`config.mk`:
```
export PLATFORM = sky130hd
export DESIGN_NAME = ama_riscv_bp_gshare
export DESIGN_NICKNAME = d
export VERILOG_FILES = /design/src/rtl/ama_riscv_bp_gshare.sv
export SDC_FILE = /design/constraint.sdc
export NUM_CORES = 1
export LEC_CHECK = 0
export BUFFER_PORTS_ARGS = -buffer_cell sky130_fd_sc_hd__clkbuf_2
export CORE_ASPECT_RATIO = 1.25
export CORE_MARGIN = 8
export CORE_UTILIZATION = 40
export DETAILED_ROUTE_END_ITERATION = 12
export PLACE_DENSITY = 0.59
export SYNTH_ARGS = -nofsm -noshare
export SYNTH_HDL_FRONTEND = slang
export SYNTH_SLANG_ARGS = --single-unit
export TNS_END_PERCENT = 1
```
`constraint.sdc`:
```
create_clock -name clk -period 4.9 [get_ports clk]
set_clock_uncertainty 0.05 [all_clocks]
set_input_delay 0.98 -clock clk [delete_from_list [all_inputs] [get_ports clk]]
set_output_delay 0.98 -clock clk [all_outputs]
set_load 0.01 [all_outputs]
```
`src/rtl/ama_riscv_bp_gshare.sv`:
```
// rtl/ama_riscv_bp_gshare.sv - gshare branch direction predictor with one-deep speculation checkpoint
module ama_riscv_bp_gshare #(
  parameter int IDX_BITS = 7,
  parameter int GHR_BITS = 7,
  parameter int CNT_W    = 32
) (
  input  logic             clk,
  input  logic             rst_n,
  input  logic [31:0]      pc_dec,
  input  logic             branch_inst_dec,
  input  logic             spec_enter,
  input  logic             spec_resolve,
  input  logic             branch_resolution,
  output logic             bp_pred,
  output logic             bp_pending,
  output logic             bp_mispred,
  output logic [CNT_W-1:0] cnt_branches,
  output logic [CNT_W-1:0] cnt_mispred
);

  localparam int ENTRIES = 1 << IDX_BITS;

  logic [1:0]          pht_q [ENTRIES];
  logic [1:0]          pht_d [ENTRIES];
  logic [GHR_BITS-1:0] ghr_q, ghr_d;
  logic [GHR_BITS-1:0] ck_ghr_q, ck_ghr_d;
  logic [IDX_BITS-1:0] ck_idx_q, ck_idx_d;
  logic                ck_pred_q, ck_pred_d;
  logic                pending_q, pending_d;
  logic [CNT_W-1:0]    cnt_br_q, cnt_br_d;
  logic [CNT_W-1:0]    cnt_mp_q, cnt_mp_d;

  logic [IDX_BITS-1:0] idx;
  logic                resolve_v;
  logic                mispred;
  logic                enter_ok;
  logic [1:0]          ck_cnt;
  logic                unused_pc_bits;

  assign unused_pc_bits = ^{pc_dec[31:IDX_BITS+2], pc_dec[1:0]};

  assign idx       = pc_dec[IDX_BITS+1:2] ^ IDX_BITS'(ghr_q);
  assign bp_pred   = branch_inst_dec & pht_q[idx][1];
  assign resolve_v = spec_resolve & pending_q;
  assign mispred   = resolve_v & (branch_resolution != ck_pred_q);
  // A new branch may take over the checkpoint only when the old one retires correctly
  assign enter_ok  = spec_enter & (~pending_q | (resolve_v & ~mispred));
  assign ck_cnt    = pht_q[ck_idx_q];

  assign bp_pending   = pending_q;
  assign bp_mispred   = mispred;
  assign cnt_branches = cnt_br_q;
  assign cnt_mispred  = cnt_mp_q;

  always_comb begin
    pht_d     = pht_q;
    ghr_d     = ghr_q;
    ck_idx_d  = ck_idx_q;
    ck_ghr_d  = ck_ghr_q;
    ck_pred_d = ck_pred_q;
    pending_d = pending_q;
    cnt_br_d  = cnt_br_q;
    cnt_mp_d  = cnt_mp_q;

    if (resolve_v) begin
      if (branch_resolution) begin
        pht_d[ck_idx_q] = (ck_cnt == 2'b11) ? 2'b11 : ck_cnt + 2'd1;
      end else begin
        pht_d[ck_idx_q] = (ck_cnt == 2'b00) ? 2'b00 : ck_cnt - 2'd1;
      end
      pending_d = 1'b0;
      cnt_br_d  = (&cnt_br_q) ? cnt_br_q : cnt_br_q + 1'b1;
      if (mispred) begin
        cnt_mp_d = (&cnt_mp_q) ? cnt_mp_q : cnt_mp_q + 1'b1;
      end
    end

    // Repair restarts history from the checkpoint with the real outcome
    if (mispred) begin
      ghr_d = GHR_BITS'({ck_ghr_q, branch_resolution});
    end else if (enter_ok) begin
      ghr_d = GHR_BITS'({ghr_q, bp_pred});
    end

    if (enter_ok) begin
      ck_idx_d  = idx;
      ck_ghr_d  = ghr_q;
      ck_pred_d = bp_pred;
      pending_d = 1'b1;
    end
  end

  always_ff @(posedge clk or negedge rst_n) begin
    if (!rst_n) begin
      for (int i = 0; i < ENTRIES; i++) begin
        pht_q[i] <= 2'b01;
      end
      ghr_q     <= '0;
      ck_idx_q  <= '0;
      ck_ghr_q  <= '0;
      ck_pred_q <= 1'b0;
      pending_q <= 1'b0;
      cnt_br_q  <= '0;
      cnt_mp_q  <= '0;
    end else begin
      pht_q     <= pht_d;
      ghr_q     <= ghr_d;
      ck_idx_q  <= ck_idx_d;
      ck_ghr_q  <= ck_ghr_d;
      ck_pred_q <= ck_pred_d;
      pending_q <= pending_d;
      cnt_br_q  <= cnt_br_d;
      cnt_mp_q  <= cnt_mp_d;
    end
  end

endmodule

```
==> flow_summary_export.csv, run 1 <==
group,metric,value,unit
run_status,status,"finished, final reports clean",
sta,rsz0062_at_grt,"false",
drt,wire_per_inst,22.4,µm
synth,synth_edf_count,0,
drt,met3WireLength,3.89,mm
synth,avgSynthCellArea,10.0,µm²
clock_tree,clockRootBuffer,"clkbuf_16",
drt,first_pass_iters,5,
power_and_ir_drop,internal_power,6730,µW
drt,dr_total_vias,13500,
clock_tree,htreeDepth,2,
setup_path,worstPathRequired,3.87,ns
synth,ys_ff_latch,342,
sta,max-slew-margin-rel,23.1,%
power_and_ir_drop,p_leak,0.00789,µW
synth,syn_nets,1724,
synth,yosysSeqAreaShare,51.7,%
layout,final_cell_mix,"455 x nand2_1, 211 x dfrtp_1, 201 x o21ai_0, 128 x dfstp_2, 78 x clkbuf_2",
layout,final_common_cell,"nand2_1",
sta,finalHoldViolCount,0,
die,die_w,200,µm
clock_tree,clock_sinks,342,
synth,async_flop_share,100,%
drt,drc,0,
placed_design,io_buffers,79,
synth,yosys_warnings,0,
grt,grt_max_degree,95,
layout,multi_input_area,7800,µm²
clock_tree,cts_resized,0,
synth,ys.flop_type,"dfrtp_1",
drt,routed_wl,53.1,mm
clock_tree,cts_tree,"done",
grt,grt_first_pass_wirelength,83.0,mm
layout,syn_to_final_growth,15.6,%
clock_tree,clk_pin_slew,0.06,ns
die,die_h,246,µm
setup_path,critPathKind,"in2out",
clock_tree,cts_buffers,37,
sta,slew_viol_final,0,
setup_path,crit_fanout,8,
setup_path,end_kind,"primary output",
placed_design,gp_congestion,0.974,
layout,nFillCells,3885,
setup_path,regToRegStartpoint,"ck_idx_q[2]",
layout,instances_no_fill,2372,
clock_tree,clock_path_buffers,3,
die,initial_core_util,40.3,%
setup_path,r2r_slack,0.97,ns
clock_tree,clock_latency,0.53,ns
grt,first_global_vias,13600,
sta,worst_slew_pin_slew,1.15,ns
drt,drtIter0Drc,1052,
synth,synth_cell_types,73,
drt,met2_length,25.2,mm
layout,final_nets,1827,
grt,antenna_found_initial,0,
layout,drive_gt1_share,24.3,%
drt,wl_met1,21.4,mm
drt,antenna_left,0,
setup_path,cp.arrival,3.47,ns
power_and_ir_drop,switching_share,39.6,%
die,die-area,49100,µm²
drt,top_layer,"met4",
flow_run,maxCapViolations,0,
synth,synthCells,1684,
power_and_ir_drop,ir_drop,0.257,mV
worst_hold_path,hp-class,"reg2reg",
die,io_pins,105,
placed_design,dpl.hpwl,37.1,mm
power_and_ir_drop,power_density,571,nW/µm²
setup_path,crit_start,"pc_dec[2]",
placed_design,dpl.cell_count,2307,
die,core,41800,µm²
setup_path,start_kind,"primary input",
clock_tree,ctsHoldBuffers,0,
sta,finalSetupViolations,0,
die,rows,84,
power_and_ir_drop,combPwrFrac,36.6,%
clock_tree,post_cts_buffers,0,
grt,overflow,0,
synth,synth_area,16900,µm²
sta,fin_tns_setup,0,ns
power_and_ir_drop,clock_power_share,25.6,%
sta,layout_min_cycle_time,4.50,ns
grt,grt_use_total,21.9,%
drt,via_per_inst,5.71,
layout,regArea,8720,µm²
layout,diodes,0,
sta,fmax,222,MHz
power_and_ir_drop,power_frac_seq,37.8,%
worst_hold_path,hp-start,"pht_q[110]",
sta,fin_crit_sh,91.9,%
power_and_ir_drop,p_switching,4420,µW
[cell families after synthesis]
logic type / synth area share (%)
buffers and inverters: 2.77
adder cells (fa/ha/maj): 0.274
multiplexers: 10.1
XOR/XNOR: 3.94
AND/OR/NAND/NOR: 16.8
flip-flops: 51.7
AO/OA/AOI/OAI: 14.5
[cell usage after synthesis (22+ instances only)]
library cell    n  area (µm²)
a221oi_1       31         272
a22oi_1        23         173
clkbuf_1       37         139
dfrtp_1       214        5360
dfstp_2       128        3360
mux2_2         39         439
mux2i_1        24         240
mux4_2         44         991
nand2_1       455        1710
nand3_1        31         155
nand4_1        24         150
nor2_1         45         169
nor3_1         29         145
o21ai_0       201        1010
o21ai_1        74         370
xnor2_1        54         473
xor2_1         22         193
[path summary, 6_finish.rpt]
| check | depth (start not counted) | end |
|---|---|---|
| setup reg to reg | 11 | pht_q[71] |
| hold / removal | 2 | pht_q[110] |
| hold reg to reg | 2 | pht_q[110] |
| max in group asynchronous | 2 | pht_q[240] |
| setup / recovery | 10 | bp_pred |
| min in group asynchronous | 1 | cnt_mispred[10] |
[power by group through the flow]
stage	Sequential, µW	Clock [µW]	Combinational, µW
after global routing	4280	3010	4390
after CTS	4200	2910	4070
after global placement	4230	0	4020
after floorplan	3920	0	2680
after detailed placement	4240	0	4060
final	4220	2850	4080
[state kept, by name, summed over array words and instances, names as in the netlist]
register / cells
cnt_branches: 32
bp_pending: 1
ck_idx_q: 7
cnt_mispred: 32
pht_q: 256
ck_ghr_q: 6
ghr_q: 7
ck_pred_q: 1
[layer usage]
layer	GRT usage [%]	up-vias
met5	0	-
met4	10.8	0
met3	4.15	145
met2	35.4	536
met1	27.9	6613
li1	-	6241
[final cells by class]
cell class,count,area share [%]
Clock inverter,11,0.603
Sequential cell,342,44.7
Inverter,13,0.250
Multi-Input combinational cell,1248,40.0
Timing Repair Buffer,145,5.13
Clock buffer,54,5.74
Tap cell,559,3.59
[worst max-delay path: stages]
cell,delay (ns)
clkbuf_2,0.15
xor2_4,0.40
buf_4,0.25
mux4_2,0.50
mux2i_1,0.37
a211oi_1,0.14
a31oi_1,0.16
nand3_1,0.14
and3_1,0.24
clkbuf_2,0.14
[metrics by stage]
step / total power, µW / hold WS (ns) / setup slack (ns) / cell area, µm² / utilization (%)
after floorplan: 6590 / 0.390 / 0.662 / 16900 / -
after global placement: 8250 / 0.399 / 0.450 / 18300 / 43.7
after detailed placement: 8300 / 0.404 / 0.465 / 18300 / 43.7
after CTS: 11200 / 0.413 / 0.469 / 19500 / 46.6
after global routing: 11700 / 0.425 / 0.314 / 19500 / 46.6
final: 11100 / 0.411 / 0.399 / 19500 / 46.6
No activity file was read; power rests on OpenSTA's default activity.
==> run 2: changes to the inputs <==
Settings changed: RECOVER_POWER set to 50.
==> run 2 against run 1 <==
The flow now finishes with violations (max-capacitance violations, max-slew violations). Sequential power about the same. Highest routed layer unchanged. Hold slack about the same. First-iteration DRC count down 3.1%. Global-route usage unchanged. Largest cell class unchanged. Total power up 0.10%.
==> flow_summary_export.csv, run 2 (synthesis gave the netlist of run 1 again) <==
group,metric,value,unit
sta,worst_slew_pin_slew,2.42,ns
clock_tree,clock_sinks,342,
power_and_ir_drop,p_leak,0.00782,µW
setup_path,slowest_delay,0.50,ns
setup_path,end_kind,"primary output",
grt,first_global_vias,13600,
layout,final_nets,1827,
sta,fin_crit_sh,93.0,%
layout,largest_reg_flops,256,
clock_tree,cts_tree,"done",
setup_path,crit_fanout,8,
sta,slew_viol_final,94,
layout,final_cell_mix,"455 x nand2_1, 211 x dfrtp_1, 201 x o21ai_0, 128 x dfstp_2, 74 x o21ai_1",
die,rows,84,
layout,top_register,"pht_q",
setup_path,regToRegStartpoint,"ck_idx_q[2]",
clock_tree,htreeDepth,2,
layout,drive_gt1_share,23.2,%
setup_path,cp_cell_sequence,"clkbuf_2 -> xor2_4 -> buf_4 -> mux4_2 -> mux2i_1 -> a211oi_1 -> a31oi_1 -> nand3_1 -> and3_1 -> clkbuf_2",
placed_design,io_buffers,79,
setup_path,crit-reg2reg-capture,"pht_q[221]",
clock_tree,clock_latency,0.53,ns
drt,drc,0,
clock_tree,clockRootBuffer,"clkbuf_16",
layout,regArea,8720,µm²
clock_tree,ctsHoldBuffers,0,
power_and_ir_drop,power_frac_seq,37.8,%
setup_path,critPathMostFrequentCell,"clkbuf_2",
layout,final_common_cell,"nand2_1",
die,die-area,49100,µm²
drt,antenna_left,0,
grt,overflow,0,
sta,fmax,219,MHz
sta,max-slew-margin-rel,-61.2,%
die,die_w,200,µm
die,io_pins,105,
placed_design,dpl.cell_count,2307,
layout,instances_no_fill,2373,
setup_path,cp.arrival,3.53,ns
clock_tree,post_cts_buffers,0,
power_and_ir_drop,internal_power,6730,µW
sta,rsz0062_at_grt,"false",
sta,fin_tns_setup,0,ns
clock_tree,clk_pin_slew,0.06,ns
power_and_ir_drop,p_switching,4430,µW
clock_tree,cts_resized,0,
grt,antenna_found_initial,0,
run_status,status,"finished with violations",
drt,dr_total_vias,13600,
drt,via_per_inst,5.74,
power_and_ir_drop,ir_drop,0.257,mV
placed_design,dpl_cell_area,18300,µm²
grt,grt_first_pass_wirelength,83.0,mm
die,die_h,246,µm
drt,routed_wl,53.2,mm
layout,design_area,19500,µm²
sta,finalSetupViolations,0,
die,initial_core_util,40.3,%
die,core,41800,µm²
setup_path,start_kind,"primary input",
placed_design,gp_congestion,0.974,
drt,drtIter0Drc,1019,
worst_hold_path,holdPathStages,2,
sta,layout_min_cycle_time,4.56,ns
setup_path,r2r_cells,11,
clock_tree,cts_buffers,37,
worst_hold_path,hp-start,"pht_q[110]",
power_and_ir_drop,power_density,574,nW/µm²
layout,nFillCells,3904,
clock_tree,clock_path_buffers,3,
drt,wire_per_inst,22.4,µm
power_and_ir_drop,switching_share,39.7,%
worst_hold_path,hp-class,"reg2reg",
worst_hold_path,holdPathEnd,"pht_q[110]",
setup_path,r2r_slack,0.95,ns
run_status,violations,"max-capacitance violations, max-slew violations",
layout,multi_input_area,7800,µm²
grt,grt_use_total,21.9,%
placed_design,dpl.hpwl,37.1,mm
flow_run,maxCapViolations,1,
setup_path,slowest_stage,"mux4_2",
layout,syn_to_final_growth,15.3,%
drt,first_pass_iters,6,
setup_path,critPathKind,"in2out",
power_and_ir_drop,clock_power_share,25.6,%
power_and_ir_drop,combPwrFrac,36.6,%
sta,finalHoldViolCount,0,
grt,grt_max_degree,95,
setup_path,worstPathRequired,3.87,ns
-- run 2: changes by cell type in the layout (fill, tap and decap cells not counted) --
cell	change
clkbuf_1	+20
clkbuf_2	-14
buf_4	-4
buf_12	-1
buf_8	-1
diode_2	+1
-- run 2: how the worst max path moves through the flow --
stage | depth (start not counted) | startpoint | to
global placement | 10 | pc_dec[3] | bp_pred
detailed placement | 10 | pc_dec[3] | bp_pred
finish | 10 | pc_dec[2] | bp_pred
global route | 10 | pc_dec[2] | bp_pred
floorplan | 6 | pc_dec[2] | bp_pred
CTS | 10 | pc_dec[3] | bp_pred
-- run 2: metal layers --
layer  vias up  share of wire [%]  track usage (%)
met5         -                  0                0
met4         0                5.0             10.8
met3       145                7.2             4.15
met2       525                 48             35.4
met1      6713                 40             27.9
li1       6243                  -                -
-- run 2: final cells by class --
cell class | instances | area share (%)
tap | 559 | 3.60
sequential | 342 | 44.8
inverter | 13 | 0.251
antenna | 1 | 0.0129
multi-input combinational | 1248 | 40.1
clock buffer | 54 | 5.76
timing repair buffer | 145 | 4.84
clock inverter | 11 | 0.605
-- run 2: critical path, delay by kind of cell --
family	cells	cell delay [ns]
compound gates	2	0.31
buf+inv	3	0.54
simple gates	2	0.38
mux	2	0.92
xor+xnor	1	0.39
-- run 2: stage by stage --
| step | setup WS [ns] | power, µW | util [%] | hold slack [ns] |
|---|---|---|---|---|
| 2_1_floorplan | 0.662 | 6590 | - | 0.390 |
| 3_3_place_gp | 0.450 | 8250 | 43.7 | 0.399 |
| 3_5_place_dp | 0.465 | 8300 | 43.7 | 0.404 |
| 4_1_cts | 0.469 | 11200 | 46.6 | 0.413 |
| 5_1_grt | 0.314 | 11700 | 46.5 | 0.425 |
| 6_report | 0.341 | 11200 | 46.5 | 0.411 |
-- run 2: power groups by stage --
stage / Sequential [µW] / Combinational, µW / Clock, µW
6_report: 4220 / 4090 / 2850
4_1_cts: 4200 / 4070 / 2910
5_1_grt: 4290 / 4380 / 3010
3_3_place_gp: 4230 / 4020 / 0
3_5_place_dp: 4240 / 4060 / 0
2_1_floorplan: 3920 / 2680 / 0
